$ cat src/rtl/serial_adder_pkg.sv
// Shared definitions for the bit-serial adder: state encodings and counter sizing.
package serial_adder_pkg;

    localparam logic [1:0] IDLE = 2'd0;
    localparam logic [1:0] RUN  = 2'd1;
    localparam logic [1:0] DONE = 2'd2;

    typedef enum logic [1:0] {
        S_IDLE = IDLE,
        S_RUN  = RUN,
        S_DONE = DONE
    } state_t;

    // Counter must hold 0..WIDTH.
    function automatic int cnt_width(input int w);
        return $clog2(w + 1);
    endfunction

endpackage

$ cat src/rtl/full_adder_1bit.sv
// One-bit full adder; the only arithmetic element of the serial adder.
module full_adder_1bit (
    input  logic a_i,
    input  logic b_i,
    input  logic cin_i,
    output logic sum_o,
    output logic cout_o
);

    assign sum_o  = a_i ^ b_i ^ cin_i;
    assign cout_o = (a_i & b_i) | (cin_i & (a_i ^ b_i));

endmodule

$ cat src/rtl/serial_adder.sv
// Bit-serial WIDTH-bit adder: one operand bit pair per clock, LSB first,
// through a single full adder and a carry flip-flop.
//
// state  | meaning
// IDLE   | waiting for start_i, result registers hold last value
// RUN    | shifting one bit pair per cycle through the full adder
// DONE   | result valid, one-cycle done pulse; start_i reloads back-to-back
module serial_adder
    import serial_adder_pkg::*;
#(
    parameter int WIDTH = 8
) (
    input  logic             clk_i,
    input  logic             rst_i,
    input  logic             start_i,
    input  logic [WIDTH-1:0] a_i,
    input  logic [WIDTH-1:0] b_i,
    input  logic             cin_i,
    output logic             busy_o,
    output logic             done_o,
    output logic [WIDTH-1:0] sum_o,
    output logic             cout_o
);

    localparam int CW = cnt_width(WIDTH);

    state_t           r_state;
    state_t           w_next_state;
    logic [WIDTH-1:0] r_a_sr;
    logic [WIDTH-1:0] r_b_sr;
    logic [WIDTH-1:0] r_s_sr;
    logic             r_carry;
    logic [CW-1:0]    r_cnt;
    logic [WIDTH-1:0] r_sum;
    logic             r_cout;

    logic             w_sum;
    logic             w_cout;
    logic             w_accept;
    logic             w_last;
    logic [WIDTH-1:0] w_s_next;
    logic             w_unused_s_lsb;

    full_adder_1bit u_fa (
        .a_i    (r_a_sr[0]),
        .b_i    (r_b_sr[0]),
        .cin_i  (r_carry),
        .sum_o  (w_sum),
        .cout_o (w_cout)
    );

    assign w_accept = start_i && (r_state == S_IDLE || r_state == S_DONE);
    assign w_last   = (r_state == S_RUN) && (r_cnt == CW'(WIDTH - 1));
    assign w_s_next = {w_sum, r_s_sr[WIDTH-1:1]};
    // The LSB of the sum shifter is shifted out and never read.
    assign w_unused_s_lsb = r_s_sr[0];

    always_comb begin
        w_next_state = r_state;
        unique case (r_state)
            S_IDLE:  if (start_i) w_next_state = S_RUN;
            S_RUN:   if (w_last)  w_next_state = S_DONE;
            S_DONE:  w_next_state = start_i ? S_RUN : S_IDLE;
            default: w_next_state = S_IDLE;
        endcase
    end

    always_ff @(posedge clk_i) begin
        if (rst_i) begin
            r_state <= S_IDLE;
            r_a_sr  <= '0;
            r_b_sr  <= '0;
            r_s_sr  <= '0;
            r_carry <= 1'b0;
            r_cnt   <= '0;
            r_sum   <= '0;
            r_cout  <= 1'b0;
        end else begin
            r_state <= w_next_state;
            if (w_accept) begin
                r_a_sr  <= a_i;
                r_b_sr  <= b_i;
                r_carry <= cin_i;
                r_cnt   <= '0;
            end else if (r_state == S_RUN) begin
                r_a_sr  <= r_a_sr >> 1;
                r_b_sr  <= r_b_sr >> 1;
                r_s_sr  <= w_s_next;
                r_carry <= w_cout;
                r_cnt   <= r_cnt + CW'(1);
                if (w_last) begin
                    r_sum  <= w_s_next;
                    r_cout <= w_cout;
                end
            end
        end
    end

    assign busy_o = (r_state == S_RUN);
    assign done_o = (r_state == S_DONE);
    assign sum_o  = r_sum;
    assign cout_o = r_cout;

endmodule

$ cat config.mk
export PLATFORM = sky130hd
export DESIGN_NAME = serial_adder
export DESIGN_NICKNAME = d
export VERILOG_FILES = /design/src/rtl/serial_adder_pkg.sv /design/src/rtl/full_adder_1bit.sv /design/src/rtl/serial_adder.sv
export SDC_FILE = /design/constraint.sdc
export NUM_CORES = 1
export LEC_CHECK = 0
export BUFFER_PORTS_ARGS = -buffer_cell sky130_fd_sc_hd__buf_2
export CORE_ASPECT_RATIO = 1.75
export CORE_MARGIN = 4
export CORE_UTILIZATION = 54
export CTS_CLUSTER_SIZE = 28
export DETAILED_ROUTE_END_ITERATION = 8
export GPL_TIMING_DRIVEN = 1
export PLACE_DENSITY_LB_ADDON = 0.12
export RECOVER_POWER = 25
export SLEW_MARGIN = 0
export SYNTH_ARGS = -nofsm -noshare
export SYNTH_HDL_FRONTEND = slang
export SYNTH_SLANG_ARGS = --single-unit
export TNS_END_PERCENT = 100
$ cat constraint.sdc
create_clock -name clk_i -period 2.8 [get_ports clk_i]
set_input_delay 0.28 -clock clk_i [delete_from_list [all_inputs] [get_ports clk_i]]
set_output_delay 0.28 -clock clk_i [all_outputs]
set_load 0.01 [all_outputs]
==> out/results.ini <==
[synth]
yosys.cell_types.count = 25
postSynthRegisterBits = 39
post_synth_top_area_cell = sky130_fd_sc_hd__dfxtp_1
synth_area_per_cell_um2 = 8.95
synth-edff-count = 0
syn-num-nets = 202
synth_cells = 180
netlist_area_mm2 = 0.00161
yosysTopAreaCellShare_pct = 48.5
yosys-top-cells-area = sky130_fd_sc_hd__dfxtp_1 48%, sky130_fd_sc_hd__nand2b_1 7.8%, sky130_fd_sc_hd__mux2i_1 6.8%
post_synth_most_frequent_cells = 39 x sky130_fd_sc_hd__dfxtp_1, 27 x sky130_fd_sc_hd__nand2_1, 20 x sky130_fd_sc_hd__nand2b_1
seq_area_frac_synth_pct = 48.5
main_synth_ff_type = sky130_fd_sc_hd__dfxtp_1
cell_with_the_most_instances_after_synthesis = sky130_fd_sc_hd__dfxtp_1
async_reset_ff_share_pct = 0
yosys_warnings = 0

[timing]
final_max_slew_viol_count = 0
finalSetupViolCount = 0
setup_ws_ns = 0.874
skew_ns = 0.00400
maxSlewHeadroom_pct = 46.1
hold_viol_final = 0
rsz_0062_raised_after_global_routing = false
layout_min_cycle_time_ns = 1.93
max_freq_ghz = 0.519
period_share_pct = 68.8
worst_hold_slack_ns = 0.233
transition_time_at_the_pin_with_the_least_slew_margin_ns = 0.809
post_route_setup_tns_ns = 0

[routing]
vias_per_cell = 5.56
detail_route.drc_violations = 0
detail_route.first_pass.iterations = 4
detail_route.wirelength_mm = 3.07
post_drt_wl_per_cell_um = 13.1
via_count = 1301
drt-initial-drc-count = 32
ant_nets = 0

[cts]
cts_post_setup_buffers_inserted = 0
worstSkewPairLatency_ns = 0.28
cts_repair_resize_count = 0
tritoncts_num_sinks = 39
clockRootBuffer = sky130_fd_sc_hd__clkbuf_8
clk_pin_slew_worst_paths_ns = 0.07
cts_max_level = 2
cts_inserted_buffers = 5
post_cts_hold_buffer_count = 0
cts_tree = built
cts_buffer_depth = 2

[placement]
dpl_worst_slack_ns = 1.16
place.detailed.hpwl_mm = 2.14
place_congestion = 0.769
portBuffers = 30
placed_cell_area_mm2 = 0.00174

[critical_path]
worst_r2r_startpoint = r_state[0]$_SDFFE_PP0P_
cp-end-kind = output port
critical_path_arrival_ns = 1.65
type_of_the_worst_setup_path = flip-flop to output port
r2r-end = r_b_sr[6]$_SDFFE_PP0P_
crit_path_from = r_state[0]$_SDFFE_PP0P_
worst-path-max-fanout = 26
critical_path.endpoint = busy_o
worstPathRequired_ns = 2.52
reg2reg_setup_slack_ns = 1.16
rr_worst_depth = 4
worst_setup_path_start_kind = flip-flop

[run]
drv_cap = 0

[grt]
grt_start_max_net_pins = 49
grtUsageTotal_pct = 16.6
wire_length_of_the_first_global_routing_pass_mm = 5.14
use_met3_pct = 4.45
use_met1_pct = 17.0
grt_overflow = 0
grt_pass1_vias = 1261
grt_antenna_before_repair = 0
gr-usage-met2_pct = 31.3
grt_most_used_layer = met2

[cells_and_area]
syn2layout_area_growth_pct = 12.7
final_standard_cell_area_without_fillers_mm2 = 0.00181
proportion_of_layout_cells_with_a_drive_suffix_above_1_pct = 16.0
n_antenna_cell = 0
nNetsFinal = 227

[floorplan]
die-width_um = 49.3
die_h_um = 80.2
initial_utilization_pct = 55.6
core-area_mm2 = 0.00290
die-area_mm2 = 0.00395
placement_rows = 26
design.portCount = 31

[hold_path]
worst_min_path_class = input pin to flip-flop

[power]
ir_drop_mv = 0.481
design_power_total_mw = 1.07
power_per_cell_area_mw_per_mm2 = 588
leakage_nw = 0.655

[outcome]
run_status = finished, final reports clean

-- cells by family after synthesis --
group | after synthesis | synth area share, %
AND/OR/NAND/NOR | 82 | 25.3
flip-flops | 39 | 48.5
AO/OA/AOI/OAI | 29 | 11.8
buffers and inverters | 15 | 4.43
multiplexers | 11 | 6.84
XOR/XNOR | 2 | 1.09
adder cells (fa/ha/maj) | 2 | 2.02
-- metrics by stage --
stage          util [%]  std cells
6_report           62.7        234
5_1_grt            62.7        234
4_1_cts            63.1        234
3_5_place_dp       60.2        226
3_3_place_gp       60.2        226
2_1_floorplan         -        180
-- power by group --
group	internal (mW)	total, mW	switching, mW
clock network	0.170	0.352	0.181
logic	0.0486	0.117	0.0683
registers	0.581	0.597	0.0167
-- sequential cells by signal, indices dropped and copies added (netlist names) --
name and count:
r_cnt 4, sum_o 8, r_a_sr 8, r_state 2, r_carry 1, r_s_sr 7, cout_o 1, r_b_sr 8
-- cell type report --
cell class / instances / area (um2)
Clock inverter: 3 / 15.0
Inverter: 1 / 3.75
Clock buffer: 5 / 68.8
Timing Repair Buffer: 32 / 153
Sequential cell: 39 / 781
Multi-Input combinational cell: 126 / 758
Tap cell: 28 / 35.0
Fill cell: 284 / 1080
-- routing by layer --
layer  wire length [um]  vias to the layer above
met4                 47                        0
li1                   -                      668
met3                138                        5
met5                  0                        -
met1               1310                      596
met2               1570                       32
-- critical path: stages, from the launching register on --
cell	delay, ns
sky130_fd_sc_hd__dfxtp_1	0.38
sky130_fd_sc_hd__nand2b_1	0.30
sky130_fd_sc_hd__inv_2	0.46
sky130_fd_sc_hd__buf_2	0.22
-- how the worst min path moves through the flow --
| stage | from | to | depth (start not counted) |
|---|---|---|---|
| 5_1_grt | a_i[7] | r_a_sr[7]$_SDFFE_PP0P_ | 3 |
| 2_1_floorplan | a_i[7] | r_a_sr[7]$_SDFFE_PP0P_ | 2 |
| 3_3_place_gp | r_s_sr[6]$_SDFFE_PP0P_ | r_s_sr[5]$_SDFFE_PP0P_ | 2 |
| 3_5_place_dp | sum_o[2]$_SDFFE_PP0P_ | sum_o[2]$_SDFFE_PP0P_ | 2 |
| 6_report | a_i[7] | r_a_sr[7]$_SDFFE_PP0P_ | 3 |
| 4_1_cts | a_i[7] | r_a_sr[7]$_SDFFE_PP0P_ | 3 |
-- layout by cell type, fill, tap and decap left out, types with 2 or more instances in the layout --
cell type	n
sky130_fd_sc_hd__clkinv_2	3
sky130_fd_sc_hd__nand2b_1	20
sky130_fd_sc_hd__nand3_1	5
sky130_fd_sc_hd__buf_4	2
sky130_fd_sc_hd__a22oi_1	3
sky130_fd_sc_hd__nand3b_1	2
sky130_fd_sc_hd__clkbuf_8	5
sky130_fd_sc_hd__buf_2	20
sky130_fd_sc_hd__nor2b_1	2
sky130_fd_sc_hd__nand2_1	27
sky130_fd_sc_hd__dfxtp_1	39
sky130_fd_sc_hd__a21oi_1	12
sky130_fd_sc_hd__o22ai_1	6
sky130_fd_sc_hd__mux2i_1	11
sky130_fd_sc_hd__nor2_1	7
sky130_fd_sc_hd__a311oi_1	6
sky130_fd_sc_hd__clkbuf_1	10
sky130_fd_sc_hd__nor3_1	17
No activity file was read; power rests on OpenSTA's default activity.
